## config.mk

```make
export PLATFORM = sky130hd
export DESIGN_NAME = parity_frame_sequencer
export DESIGN_NICKNAME = d
export VERILOG_FILES = /design/src/rtl/parity_frame_sequencer.sv
export SDC_FILE = /design/constraint.sdc
export NUM_CORES = 1
export LEC_CHECK = 0
export BUFFER_PORTS_ARGS = -buffer_cell sky130_fd_sc_hd__buf_2
export CAP_MARGIN = 20
export CORE_MARGIN = 5
export CORE_UTILIZATION = 50
export DETAILED_ROUTE_END_ITERATION = 8
export PLACE_DENSITY = 0.85
export SLEW_MARGIN = 20
export SYNTH_ARGS = -nofsm -noshare
export SYNTH_HDL_FRONTEND = slang
export SYNTH_SLANG_ARGS = --single-unit
```

## constraint.sdc

```tcl
create_clock -name clk -period 2.04 [get_ports clk]
set_input_delay 0.204 -clock clk [delete_from_list [all_inputs] [get_ports clk]]
set_output_delay 0.204 -clock clk [all_outputs]
set_load 0.1 [all_outputs]
```

## src/rtl/parity_frame_sequencer.sv

```systemverilog
`timescale 1ns/1ps
`default_nettype none
// ============================================================================
// Module      : parity_frame_sequencer
// Description : Frame controller for the serial parity path. Accepts a
//               parallel word over valid/ready, shifts it out LSB-first one
//               bit per accepted beat, appends one parity bit, then holds off
//               new words for a programmable idle gap.
// Revision    : 1.0 - initial release
// ============================================================================
module parity_frame_sequencer #(
    parameter int NUM_BITS        = 4,
    parameter bit EVEN_PARITY_BIT = 1'b1,
    parameter int GAP_CYCLES      = 2,
    parameter int FRAME_CNT_W     = 8
) (
    input  logic                   clk,
    input  logic                   rst,
    input  logic [NUM_BITS-1:0]    in_data,
    input  logic                   in_valid,
    output logic                   in_ready,
    output logic                   ser_data,
    output logic                   ser_valid,
    input  logic                   ser_ready,
    output logic                   ser_first,
    output logic                   ser_last,
    output logic                   busy,
    output logic [FRAME_CNT_W-1:0] frame_cnt
);

    // Index counts 0..NUM_BITS-1 but is sized to hold NUM_BITS as well.
    localparam int IDX_W = $clog2(NUM_BITS + 1);
    // A zero-cycle gap still needs a legal (unused) 1-bit counter.
    localparam int GAP_W = (GAP_CYCLES > 0) ? $clog2(GAP_CYCLES + 1) : 1;

    localparam logic [IDX_W-1:0] C_LAST_IDX = IDX_W'(NUM_BITS - 1);
    localparam logic [GAP_W-1:0] C_GAP_LOAD = GAP_W'((GAP_CYCLES > 0) ? GAP_CYCLES - 1 : 0);

    typedef enum logic [1:0] {
        S_IDLE   = 2'd0,
        S_SHIFT  = 2'd1,
        S_PARITY = 2'd2,
        S_GAP    = 2'd3
    } state_t;

    state_t                 r_state;
    logic [NUM_BITS-1:0]    r_shreg;
    logic                   r_acc;
    logic [IDX_W-1:0]       r_bit_idx;
    logic [GAP_W-1:0]       r_gap_cnt;
    logic [FRAME_CNT_W-1:0] r_frame_cnt;

    logic w_in_ready;
    logic w_ser_data;
    logic w_ser_valid;
    logic w_ser_first;
    logic w_ser_last;
    logic w_busy;

    // Frame sequencer: load, shift with backpressure, parity beat, idle gap.
    always_ff @(posedge clk) begin
        if (rst) begin
            r_state     <= S_IDLE;
            r_shreg     <= '0;
            r_acc       <= 1'b0;
            r_bit_idx   <= '0;
            r_gap_cnt   <= '0;
            r_frame_cnt <= '0;
        end else begin
            case (r_state)
                S_IDLE: begin
                    if (in_valid) begin
                        r_shreg   <= in_data;
                        r_acc     <= EVEN_PARITY_BIT;
                        r_bit_idx <= '0;
                        r_state   <= S_SHIFT;
                    end
                end
                S_SHIFT: begin
                    if (ser_ready) begin
                        r_acc     <= r_acc ^ r_shreg[0];
                        r_shreg   <= r_shreg >> 1;
                        r_bit_idx <= r_bit_idx + 1'b1;
                        if (r_bit_idx == C_LAST_IDX) begin
                            r_state <= S_PARITY;
                        end
                    end
                end
                S_PARITY: begin
                    if (ser_ready) begin
                        r_frame_cnt <= r_frame_cnt + 1'b1;
                        if (GAP_CYCLES > 0) begin
                            r_gap_cnt <= C_GAP_LOAD;
                            r_state   <= S_GAP;
                        end else begin
                            r_state   <= S_IDLE;
                        end
                    end
                end
                S_GAP: begin
                    // Counter is preloaded with GAP_CYCLES-1 so the state
                    // lasts exactly GAP_CYCLES cycles.
                    if (r_gap_cnt == '0) begin
                        r_state <= S_IDLE;
                    end else begin
                        r_gap_cnt <= r_gap_cnt - 1'b1;
                    end
                end
                default: begin
                    r_state <= S_IDLE;
                end
            endcase
        end
    end

    // Output decode from registered state only; in_ready is also gated by
    // rst so no word is offered while the block is held in reset.
    always_comb begin
        w_in_ready  = 1'b0;
        w_ser_data  = 1'b0;
        w_ser_valid = 1'b0;
        w_ser_first = 1'b0;
        w_ser_last  = 1'b0;
        w_busy      = 1'b0;
        case (r_state)
            S_IDLE: begin
                w_in_ready = ~rst;
            end
            S_SHIFT: begin
                w_ser_valid = 1'b1;
                w_ser_data  = r_shreg[0];
                w_ser_first = (r_bit_idx == '0);
                w_busy      = 1'b1;
            end
            S_PARITY: begin
                w_ser_valid = 1'b1;
                w_ser_data  = r_acc;
                w_ser_last  = 1'b1;
                w_busy      = 1'b1;
            end
            S_GAP: begin
                w_busy = 1'b1;
            end
            default: begin
                w_busy = 1'b0;
            end
        endcase
    end

    assign in_ready  = w_in_ready;
    assign ser_data  = w_ser_data;
    assign ser_valid = w_ser_valid;
    assign ser_first = w_ser_first;
    assign ser_last  = w_ser_last;
    assign busy      = w_busy;
    assign frame_cnt = r_frame_cnt;

endmodule
`default_nettype wire
```

==> results by group <==
Outcome
  • Status: complete, no violations

Logic synthesis
  • Yosys cell types: between 40 and 50
  • Syn_nets: approximately 160
  • Primary FF master, synth: dfxtp_1
  • Multiplexer share of the synthesized area: 3.56%
  • Cell count after synthesis: 143
  • Mapped Area: 1230 um2
  • Flops & latches, synth: 20
  • Compound-Gate Fraction of Synth Area: 17.4%
  • Post-synth EDFFs: 0
  • Total number of yosys warnings: 0
  • Adder-Cell Fraction of Synth Area: 11.2%
  • Post-synthesis simple-gate area fraction: 26.3%
  • Sequential area share after synthesis: 32.6%
  • Mean Syn Cell Area: 8.60 um2
  • Synth async-reset ratio: 0%
  • Largest family of logic cells by synthesized area: simple AND/OR/NAND/NOR gates
  • Xor and xnor area share after synthesis: roughly 1.4%

STA
  • Tcrit/Tclk final: 94.1%
  • Setup ws final: 0.120 ns
  • Slew Limit Fails: 0
  • Final setup fails: 0
  • RSZ-0062 raised after global routing: false
  • Fmax achieved: 521 MHz
  • Slew @ Worst Pin: between 0.6 and 0.7 ns
  • Worst Clk Skew: 0.00246 ns
  • Relative slew slack: between 50% and 60%
  • Final hold vios: 0
  • Post-layout min period: ~1.9 ns

Worst setup path
  • R2r worst-path depth: 5
  • CP Capture Type: output port
  • Crit path largest cell delay: 0.44 ns
  • WP data arrival: 1.72 ns
  • Crit path cell chain: inv_1 -> ha_2 -> a22oi_1 -> nor2b_4 -> buf_4
  • CP startpoint kind: flop
  • Crit path required time: 1.84 ns
  • Worst Path Max Fanout: 12
  • Worst path slowest cell: dfxtp_1
  • Crit Path Category: reg -> out

Finish
  • Number of fill cells: 202
  • Nets: between 150 and 200
  • Commonest non-fill, non-tap cells in the layout: dfxtp_1, buf_2, inv_1, a21oi_1, nand2b_1
  • Inserted Diodes: 0
  • Final core utilization: 57.7%
  • Synth-to-Final Area Change: 13.0%
  • Commonest non-fill, non-tap cell in the layout: dfxtp_1
  • Share of layout cells above drive strength 1: between 10% and 20%
  • Post-Layout Inst Area: 1390 um2

Die
  • Die ar.: 3550 um2
  • Starting Density: between 50% and 60%
  • Die width: 59.6 um
  • I/O pin cnt: 22
  • Core box area: approximately 2400 um2
  • Die H: around 60 um
  • Rows: 18

Worst hold path
  • Hold Crit Depth: 3
  • Worst Hold Class: in -> reg

Clocking
  • H-tree levels: 1
  • Postcts setup bufs: 0
  • CTS tree: done
  • Clock Path Buffers: 2
  • TritonCTS Sinks: 20
  • CTS Buf Count: 3
  • Clock Tree Root: clkbuf_4
  • Skew-Pair Late Insertion Delay: 0.32 ns
  • Clock slew at reported path FFs: 0.12 ns

Global routing
  • Overflow after GRT: 0
  • Antenna violations before repair: 0
  • Largest net degree at the start of global routing: 23
  • Vias in the first global route: 1,010
  • First-pass GRT wire length: 4.41 mm
  • All-Layer GR Usage: 15.7%

Route
  • Residual DRC: 0
  • DRT Wirelength: ~2.7 mm
  • Vias: 1,107
  • Routed len/inst: 14.1 um
  • Antenna Nets Post-Route: 0
  • Pre-antenna DRT Iters: 4
  • Drt first-iter violations: 48
  • Number of vias per cell: about 6

Power
  • Pwr Density: around 1500 nW/um2
  • Worst VDD drop: 1310 uV
  • Static leakage: roughly 0.55 nW

Job
  • Max Cap Violations: 0

Placed design
  • Placed inst area: 1330 um2
  • Place WS: 0.245 ns
  • Port-buffer cells: 21
  • Dpl hpwl: 1.84 mm
  • RD Place Congestion: 0.822
==> synthesized netlist by cell type (2+ instances only) <==
master    instances  area share (%)
or3_1             3             1.5
nor4_1            4             2.0
nand4_1           4             2.0
or4_1             2             1.2
o21ai_1           2            0.81
a41oi_1           2             1.4
o31ai_1           5             3.1
mux2_1            3             2.7
ha_1             11              11
a21oi_1          10             4.1
nand2b_1         10             5.1
inv_1            10             3.1
nor2b_1           5             2.5
dfxtp_1          20              33
o21bai_1          3             1.8
nand2_1           3            0.92
nand3_1           6             2.4
clkbuf_1          2            0.61
nor3_1            4             1.6
buf_2             2            0.81
nor2_1            5             1.5
a31oi_1           4             2.0
o21ai_0           4             1.6
==> registers in the layout (all words and copies together) (netlist names) <==
register	flops
frame_cnt	8
r_shreg	4
r_bit_idx	3
r_gap_cnt	2
r_state	2
r_acc	1
==> final timing paths <==
| check | from | to | slack [ns] |
|---|---|---|---|
| worst max register to register | r_state[1]$_SDFFE_PP0P_ | r_shreg[0]$_SDFFE_PP0P_ | 0.26 |
| worst min-delay path | ser_ready | frame_cnt[1]$_SDFFE_PP0P_ | 0.25 |
| worst min register to register | frame_cnt[7]$_SDFFE_PP0P_ | frame_cnt[7]$_SDFFE_PP0P_ | 0.48 |
| worst max-delay path | r_state[0]$_SDFFE_PP0P_ | ser_data | 0.12 |
==> metal layers <==
layer  track usage (%)  wire [um]
met5                 0          0
met4              2.22         10
met3              4.14        169
met2              28.9       1280
met1              18.5       1220
==> power breakdown <==
group / leakage, nW / switching [mW] / total (mW) / internal (mW)
clock network: 0.0279 / 0.138 / 0.337 / 0.199
logic: 0.362 / 0.895 / 1.24 / 0.344
registers: 0.163 / 0.0626 / 0.525 / 0.463
total: 0.553 / 1.10 / 2.10 / 1.01
==> per-stage QoR <==
step	cells	hold slack, ns	total power [mW]	setup TNS, ns
floorplan	143	0.384	1.59	-0.181
global placement	186	0.456	1.71	0
detailed placement	186	0.466	1.75	0
CTS	190	0.255	2.09	0
global route	190	0.267	2.21	0
finish	190	0.255	2.10	0
==> critical path, delay by kind of cell (launching register included) <==
kind	cells	cell delay [ns]
compound gates	1	0.26
flops	1	0.44
buf+inv	2	0.35
simple gates	1	0.06
fa+ha+maj	1	0.28
==> kinds of logic after synthesis <==
logic type	count (synthesis)
AO/OA/AOI/OAI	34
AND/OR/NAND/NOR	54
multiplexers	4
buffers and inverters	18
XOR/XNOR	2
adder cells (fa/ha/maj)	11
flip-flops	20
==> final cells by class <==
| type | count | area [um2] | area share (%) |
|---|---|---|---|
| inverters | 10 | 37.5 | 2.70 |
| repair buffers | 21 | 110 | 7.92 |
| multi-input cells | 105 | 752 | 54.1 |
| clock inverters | 1 | 30.0 | 2.16 |
| well taps | 30 | 37.5 | 2.70 |
| flip-flops and latches | 20 | 400 | 28.8 |
| clock buffers | 3 | 22.5 | 1.62 |
==> timing repair <==
action | 4_1_cts | 5_1_grt
setup endpoints to repair | 2 | 1
hold buffers | 0 | 0
hold endpoints to repair | 0 | 0
resized for setup | 2 | 1
Note: power is estimated with default switching activity, not from simulation.
